===== src/rtl/peridot_uart_pkg.sv =====
// peridot_uart_pkg
// Shared constants for the UART transmit path. The byte width and the
// default transmit FIFO depth live here so the PHY stages and the FIFO
// agree on them without repeating literals.
package peridot_uart_pkg;

  localparam int BYTE_W                  = 8;
  localparam int FIFO_DEPTH_LOG2_DEFAULT = 4;

  // Number of FIFO entries for a given log2 depth.
  function automatic int fifoDepth(input int depthLog2);
    return 1 << depthLog2;
  endfunction

endpackage


===== src/rtl/peridot_txd_fifo_mem.sv =====
// peridot_txd_fifo_mem
// Byte storage for the transmit FIFO: DEPTH x BYTE_W array with one
// synchronous write port and one asynchronous read port. Contents are not
// reset; the FIFO control logic never exposes an entry it has not written.
//
// Ports:
//   clock_sig  - rising-edge clock
//   wrEn_i     - write strobe
//   wrAddr_i   - write address
//   wrData_i   - write byte
//   rdAddr_i   - read address
//   rdData_o   - byte at rdAddr_i (combinational)
module peridot_txd_fifo_mem
  import peridot_uart_pkg::*;
#(
  parameter int ADDR_W = FIFO_DEPTH_LOG2_DEFAULT
) (
  input  logic              clock_sig,
  input  logic              wrEn_i,
  input  logic [ADDR_W-1:0] wrAddr_i,
  input  logic [BYTE_W-1:0] wrData_i,
  input  logic [ADDR_W-1:0] rdAddr_i,
  output logic [BYTE_W-1:0] rdData_o
);

  localparam int DEPTH = 1 << ADDR_W;

  logic [BYTE_W-1:0] memArray_q [DEPTH];

  always_ff @(posedge clock_sig) begin
    if (wrEn_i) begin
      memArray_q[wrAddr_i] <= wrData_i;
    end
  end

  assign rdData_o = memArray_q[rdAddr_i];

endmodule


===== src/rtl/peridot_txd_fifo.sv =====
// peridot_txd_fifo
// Byte buffer in front of the UART sender PHY. Absorbs host bursts and
// drains one byte per downstream ready/valid handshake.
//
// Ports:
//   clock_sig  - rising-edge clock
//   reset_sig  - asynchronous, active-high reset (empties the FIFO)
//   flush      - synchronous clear; wins over a same-cycle write or read
//   in_ready   - FIFO can accept a byte (level < DEPTH)
//   in_valid   - upstream presents in_data
//   in_data    - upstream byte
//   out_ready  - downstream accepts out_data
//   out_valid  - FIFO holds at least one byte
//   out_data   - oldest stored byte
//   level      - number of stored bytes, 0..DEPTH
module peridot_txd_fifo
  import peridot_uart_pkg::*;
#(
  parameter int FIFO_DEPTH_LOG2 = FIFO_DEPTH_LOG2_DEFAULT
) (
  input  logic                     clock_sig,
  input  logic                     reset_sig,
  input  logic                     flush,
  output logic                     in_ready,
  input  logic                     in_valid,
  input  logic [BYTE_W-1:0]        in_data,
  input  logic                     out_ready,
  output logic                     out_valid,
  output logic [BYTE_W-1:0]        out_data,
  output logic [FIFO_DEPTH_LOG2:0] level
);

  localparam int                     DEPTH      = fifoDepth(FIFO_DEPTH_LOG2);
  localparam logic [FIFO_DEPTH_LOG2:0]   LEVEL_FULL = DEPTH[FIFO_DEPTH_LOG2:0];
  localparam logic [FIFO_DEPTH_LOG2:0]   LEVEL_ONE  = 1;
  localparam logic [FIFO_DEPTH_LOG2-1:0] PTR_ONE    = 1;

  logic [FIFO_DEPTH_LOG2-1:0] wrPtr_q, wrPtr_d;
  logic [FIFO_DEPTH_LOG2-1:0] rdPtr_q, rdPtr_d;
  logic [FIFO_DEPTH_LOG2:0]   level_q, level_d;
  logic                       doWrite;
  logic                       doRead;

  // Flags come from the level register only, so in_ready never depends
  // combinationally on out_ready: a full FIFO refuses a write even when a
  // read frees a slot in the same cycle.
  assign in_ready  = (level_q != LEVEL_FULL);
  assign out_valid = (level_q != '0);
  assign level     = level_q;

  assign doWrite = in_valid  & in_ready  & ~flush;
  assign doRead  = out_valid & out_ready & ~flush;

  // Pointers wrap naturally at DEPTH because they are exactly log2 wide.
  always_comb begin
    wrPtr_d = wrPtr_q;
    rdPtr_d = rdPtr_q;
    level_d = level_q;
    if (flush) begin
      wrPtr_d = '0;
      rdPtr_d = '0;
      level_d = '0;
    end else begin
      if (doWrite) begin
        wrPtr_d = wrPtr_q + PTR_ONE;
      end
      if (doRead) begin
        rdPtr_d = rdPtr_q + PTR_ONE;
      end
      case ({doWrite, doRead})
        2'b10:   level_d = level_q + LEVEL_ONE;
        2'b01:   level_d = level_q - LEVEL_ONE;
        default: level_d = level_q;
      endcase
    end
  end

  always_ff @(posedge clock_sig or posedge reset_sig) begin
    if (reset_sig) begin
      wrPtr_q <= '0;
      rdPtr_q <= '0;
      level_q <= '0;
    end else begin
      wrPtr_q <= wrPtr_d;
      rdPtr_q <= rdPtr_d;
      level_q <= level_d;
    end
  end

  peridot_txd_fifo_mem #(
    .ADDR_W (FIFO_DEPTH_LOG2)
  ) u_mem (
    .clock_sig (clock_sig),
    .wrEn_i    (doWrite),
    .wrAddr_i  (wrPtr_q),
    .wrData_i  (in_data),
    .rdAddr_i  (rdPtr_q),
    .rdData_o  (out_data)
  );

endmodule


===== config.mk =====
export PLATFORM = sky130hd
export DESIGN_NAME = peridot_txd_fifo
export DESIGN_NICKNAME = d
export VERILOG_FILES = /design/src/rtl/peridot_uart_pkg.sv /design/src/rtl/peridot_txd_fifo_mem.sv /design/src/rtl/peridot_txd_fifo.sv
export SDC_FILE = /design/constraint.sdc
export NUM_CORES = 1
export LEC_CHECK = 0
export ABC_AREA = 1
export CAP_MARGIN = 30
export CORE_UTILIZATION = 53
export CTS_CLUSTER_DIAMETER = 40
export DETAILED_ROUTE_END_ITERATION = 10
export PLACE_DENSITY = 0.71
export RECOVER_POWER = 50
export SYNTH_ARGS = -nofsm -noshare
export SYNTH_HDL_FRONTEND = slang
export SYNTH_HIERARCHICAL = 1
export SYNTH_SLANG_ARGS = --single-unit
export TNS_END_PERCENT = 20

===== constraint.sdc =====
create_clock -name clock_sig -period 3.01 [get_ports clock_sig]
set_input_delay 0.301 -clock clock_sig [delete_from_list [all_inputs] [get_ports clock_sig]]
set_output_delay 0.301 -clock clock_sig [all_outputs]
set_load 0.02 [all_outputs]

Word level (Yosys, flattened, before mapping)
Memories as Yosys holds them, arrays and structs flattened.
Index checks and enable logic that the tools add are counted.
Widths: inputs -> output; s select.
{"block": "word_totals", "mem_count": 1, "input_bits": 13, "elab_cells": 28, "ff_bits": 13, "ram_bits": 128, "output_inout_bits": 15}
{"name": "u_mem.memArray_q", "depth": 16, "word_bits": 8, "rd": 1, "rd_clocked_by_memory_dff": 0, "wr": 1, "line_no": "peridot_txd_fifo_mem.sv:28", "rtl": "logic [BYTE_W-1:0] memArray_q [DEPTH];"}
{"block": "classes", "n_bitwise": 5, "mux": 8, "n_eq_ne": 3, "add_sub_neg": 4, "n_reduce_logical": 4}
{"cell": "$mux 4", "count": 4}
{"cell": "$pmux 5 s2", "count": 1}
{"cell": "$add 4x1->4 const B", "count": 2}
{"cell": "$add 5x1->5 const B", "count": 1}
{"cell": "$mux 5", "count": 1}
{"cell": "$ne 5x5->1 const B", "count": 1}
{"cell": "$reduce_bool 5->1", "count": 1}
{"cell": "$sub 5x1->5 const B", "count": 1}
{"cell": "$and 1x1->1", "count": 4}
{"cell": "$reduce_bool 2->1", "count": 2}
{"cell": "$reduce_bool 3->1", "count": 1}
{"cell": "$eq 2x1->1 const B", "count": 1}
{"cell": "$eq 2x2->1 const B", "count": 1}
{"cell": "$mux 1", "count": 2}
{"cell": "$not 1->1", "count": 1}

Logic depth before layout (Yosys ltp)
{"block": "depth", "word_depth": 6, "ltp_mapped": 15, "ltp_nobuf": 15}

By module
The synthesis kept the hierarchy.
{"mod": "peridot_txd_fifo_mem", "instances": 1, "cells_per_inst": 543, "area_per_inst_um2": 5606.6, "seq_area_each_um2": 3843.7}
{"mod": "peridot_txd_fifo", "instances": 1, "cells_per_inst": 98, "area_per_inst_um2": 843.3, "seq_area_each_um2": 325.3}

Worst setup path before layout
No wires, ideal clock.
{"block": "synth_path", "path_type": "register -> register", "start": "reg level_q[0], in the netlist level[0]", "end": "reg level_q[4], in the netlist level[4]", "n_path_buf": 0, "stages_incl_launch_ff": 15, "setup_slack_ns": 0.853, "required_time_ns": 2.893, "t_arrival_ns": 2.041, "setup_ns": 0.117, "period_less_slack_ns": 2.157, "cell_sequence": "dfrtp_1 -> nor2_2 -> nand3_2 -> nand2_4 -> nand2_4 -> fa_1 -> nand3b_1 -> nand2_1 -> nand2_1 -> nand2_1 -> inv_1 -> nand2_1 -> nand2_1 -> nand2_1 -> nand2_1"}
{"block": "synth_between", "elab_chain_cells": 6, "word_cells_on_any_way": 13, "classes_between": "add/sub (2); eq/ne (3); mux (2); bitwise (4); reduce/logical (2)"}
{"element": "from (decl)", "line_no": "peridot_txd_fifo.sv:40", "rtl": "logic [FIFO_DEPTH_LOG2:0] level_q, level_d;"}
{"element": "from (signal assigned)", "line_no": "peridot_txd_fifo.sv:86", "rtl": "level_q <= level_d;"}
{"element": "$ne 5x5->1 (*)", "line_no": "peridot_txd_fifo.sv:47", "rtl": "assign in_ready = (level_q != LEVEL_FULL);"}
{"element": "via in_ready", "line_no": "peridot_txd_fifo.sv:24", "rtl": "output logic in_ready,"}
{"element": "$and 1x1->1 (*) (2 in series)", "line_no": "peridot_txd_fifo.sv:51", "rtl": "assign doWrite = in_valid & in_ready & ~flush;"}
{"element": "$eq 2x1->1 or $eq 2x2->1 (tied branches)", "line_no": "peridot_txd_fifo.sv:70", "rtl": "case ({doWrite, doRead})"}
{"element": "$pmux 5 s2", "line_no": "peridot_txd_fifo.sv:70"}
{"element": "$mux 5", "line_no": "peridot_txd_fifo.sv:59", "rtl": "if (flush) begin"}
The timed path passes the listed nets; every way through them passes the cells marked *.
A chain may end at the register's enable or synchronous reset.

Worst setup path after layout
{"block": "layout_path", "start": "reg rdPtr_q[0]", "end": "out out_data[6]"}
{"block": "layout_between", "elab_chain_cells": 1}
{"element": "from (decl)", "line_no": "peridot_txd_fifo.sv:39", "rtl": "logic [FIFO_DEPTH_LOG2-1:0] rdPtr_q, rdPtr_d;"}
{"element": "from (signal assigned)", "line_no": "peridot_txd_fifo.sv:85", "rtl": "rdPtr_q <= rdPtr_d;"}
{"element": "$mem_v2 16x8"}
{"element": "to (decl)", "line_no": "peridot_txd_fifo.sv:29", "rtl": "output logic [BYTE_W-1:0] out_data,"}
Every way passes these cells.

==> results.yml <==
global_route:
  grt_pass1_vias: 4316
  grt_first_pass_wirelength_mm: 22.7
  grt_start_max_net_pins: 69
  antenna_found_initial: 0
  grtUsageTotal_pct: 24.7
  globalRouteOverflowTotal: 0
sta:
  clock-skew-final_ns: 0.00747
  final_period_minus_worst_setup_slack_ns: 2.89
  max_clock_freq_ghz: 0.346
  timing_worst_slew_pin_value_ns: 0.883
  maxSlewViolCount: 0
  relSlewSlack_pct: 40.9
  setup_tns_ns: 0
  final_hold_viol_count: 0
  timing.final.crit_share_pct: 95.9
  unrepaired_setup_endpoints_after_global_routing: "no"
  final-setup-viol-count: 0
layout:
  num_antenna_cells: 0
  area_delta_synth_final_pct: 14.7
  multi_input_comb_area_um2: 1670
  commonest_non_fill_non_tap_cell_in_the_layout: "sky130_fd_sc_hd__nand2_1"
  seqCellArea_um2: 4170
  layout_common_cells: "sky130_fd_sc_hd__nand2_1 (195), sky130_fd_sc_hd__edfxtp_1 (128), sky130_fd_sc_hd__inv_1 (109)"
  final_design_area_no_fill_um2: 7400
  num-fill-cells: 910
  final_layout_size_suffix_gt1_share_pct: 8.49
  layout.nets: 690
power_and_ir_drop:
  p_leak_nw: 3.16
  power_density_nw_per_um2: 849
  ir_worst_vdd_uv: 414
clocking:
  clock-sinks: 141
  clk-insertion-delay-late_ns: 0.43
  cts_tree: "yes"
  cts-root-to-sink-buffers: 2
  clkTransAtPathRegs_ns: 0.06
  clock_tree.htree_level_count: 4
  cts_made_buffers: 17
  cts_hold_buf: 0
  clock_tree.root_cell: "sky130_fd_sc_hd__clkbuf_16"
logic_synthesis:
  syn-instance-count: 641
  synth.lib_cells_used.distinct: 28
  syn-num-nets: 660
  mean_post_synth_cell_area_um2: 10.1
  mappedNetlistArea_um2: 6450
  yosys_warnings: 6
  ys_seq_elements: 141
  sequential_to_total_area_share_from_yosys_stat_pct: 64.6
critical_path:
  data_required_time_of_the_worst_path_ns: 2.71
  critical_path_arrival_ns: 2.59
  critical_path_class: "register to output port"
  worstSetupEndpointType: "output port"
  cp-start-kind: "register"
  worst-r2r-setup-slack_ns: 0.52
  critical_path.max_fanout: 32
die:
  pin_count: 28
  die_x_um: 112
  rows: 39
  initial_utilization_pct: 55.5
  die_height_um: 112
  coreArea_um2: 11600
  die-area_um2: 12600
placement:
  detailed_place_hpwl_mm: 9.00
  total_of_buffers_placed_on_input_and_output_ports: 27
  place.gp.congestion: 0.931
  placement.cell_area_um2: 6810
route:
  drt-wirelength-per-cell_um: 17.8
  tritonroute_pass_1_iters: 8
  vias_per_cell: 5.53
  route.antenna.remaining_nets: 0
  post-route-drc-count: 2
  route.final.wire_length_mm: 14.7
  drtIter0Drc: 548
  detailroute.via_count: 4570
worst_hold_path:
  min-delay-path-class: "input pin to asynchronous set/reset pin"
outcome:
  failed_checks: "design-rule violations"
  run_status: "finished with violations"
job:
  max_cap_viol_count: 0
## through the flow
stage	hold slack (ns)	util [%]	power [mW]	setup WS, ns	instances
finish	0.355	63.7	6.28	0.123	826
global route	0.384	63.7	6.54	0.00142	826
CTS	0.226	63.7	6.28	0.0930	826
detailed placement	0.562	58.6	4.17	0.544	795
global placement	0.563	58.6	4.15	0.573	795
floorplan	0.178	-	3.62	0.853	641
## cell families after synthesis
kind of cell / synth area share [%]
fa+ha+maj: 1.28
flops: 64.6
buf+inv: 9.29
compound gates: 1.38
xor+xnor: 0.272
simple gates: 23.1
## report_power, final
part           switching (mW)  leakage (nW)  internal (mW)  total (mW)
Clock                   0.822         0.277           1.30        2.12
Sequential             0.0779          1.33           2.23        2.31
Combinational            1.22          1.56          0.628        1.85
## state kept, by name (all words and copies together), names as in the netlist
signal and count:
wrPtr_q 4, level 5, rdPtr_q 4, u_mem/memArray_q 128
## cells in the mapped netlist, drive strengths merged
master	count	area share (%)
nand2	201	12
xor2	1	0.14
nor3	2	0.16
ha	5	0.97
nand3	107	8.5
a21oi	5	0.39
nand3b	3	0.35
clkinv	1	0.14
inv	113	6.6
o21ai	9	0.87
fa	1	0.31
buf	24	2.6
o21a	1	0.12
xnor2	1	0.14
dfrtp	13	5.0
edfxtp	128	60
nor2	26	1.7
## what timing repair did
action                                  in CTS  in global routing
setup buffers                                0                  0
endpoints found under the setup margin       0                  2
gates resized for setup                      0                  2
## path summary, 6_finish.rpt
check                                start                endpoint  depth (start not counted)
worst max register to register    level[0]  u_mem/memArray_q[0][1]                          6
max in group asynchronous        reset_sig              rdPtr_q[0]                          2
worst max-delay path            rdPtr_q[0]             out_data[6]                          8
worst min-delay path             reset_sig                level[1]                          2
min in group clock_sig            level[0]                level[0]                          1
worst min register to register    level[0]                level[0]                          1
## routing by layer
layer / vias to the layer above / share of wire (%) / track usage (%)
met5: - / 0 / 0
met1: 2160 / 43 / 34.1
met4: 0 / 2.8 / 11.3
met2: 242 / 46 / 37.9
met3: 39 / 8.4 / 5.40
li1: 2129 / - / -
## layout make-up
| type | count | share of cell area (%) |
|---|---|---|
| Clock buffer | 18 | 5.80 |
| Multi-Input combinational cell | 362 | 22.6 |
| Sequential cell | 141 | 56.4 |
| Timing Repair Buffer | 35 | 4.68 |
| Tap cell | 143 | 2.42 |
| Inverter | 114 | 5.87 |
| Clock inverter | 13 | 2.27 |
## critical path, cell delays in order (launching register included)
cell and delay (ns):
sky130_fd_sc_hd__dfrtp_2 0.38, sky130_fd_sc_hd__clkinv_2 0.32, sky130_fd_sc_hd__buf_12 0.30, sky130_fd_sc_hd__nand2_1 0.09
sky130_fd_sc_hd__nand3_1 0.06, sky130_fd_sc_hd__nand3_1 0.15, sky130_fd_sc_hd__nand3_1 0.11, sky130_fd_sc_hd__nand2_1 0.11
sky130_fd_sc_hd__clkdlybuf4s50_1 0.61
Note: power is estimated with default switching activity, not from simulation.
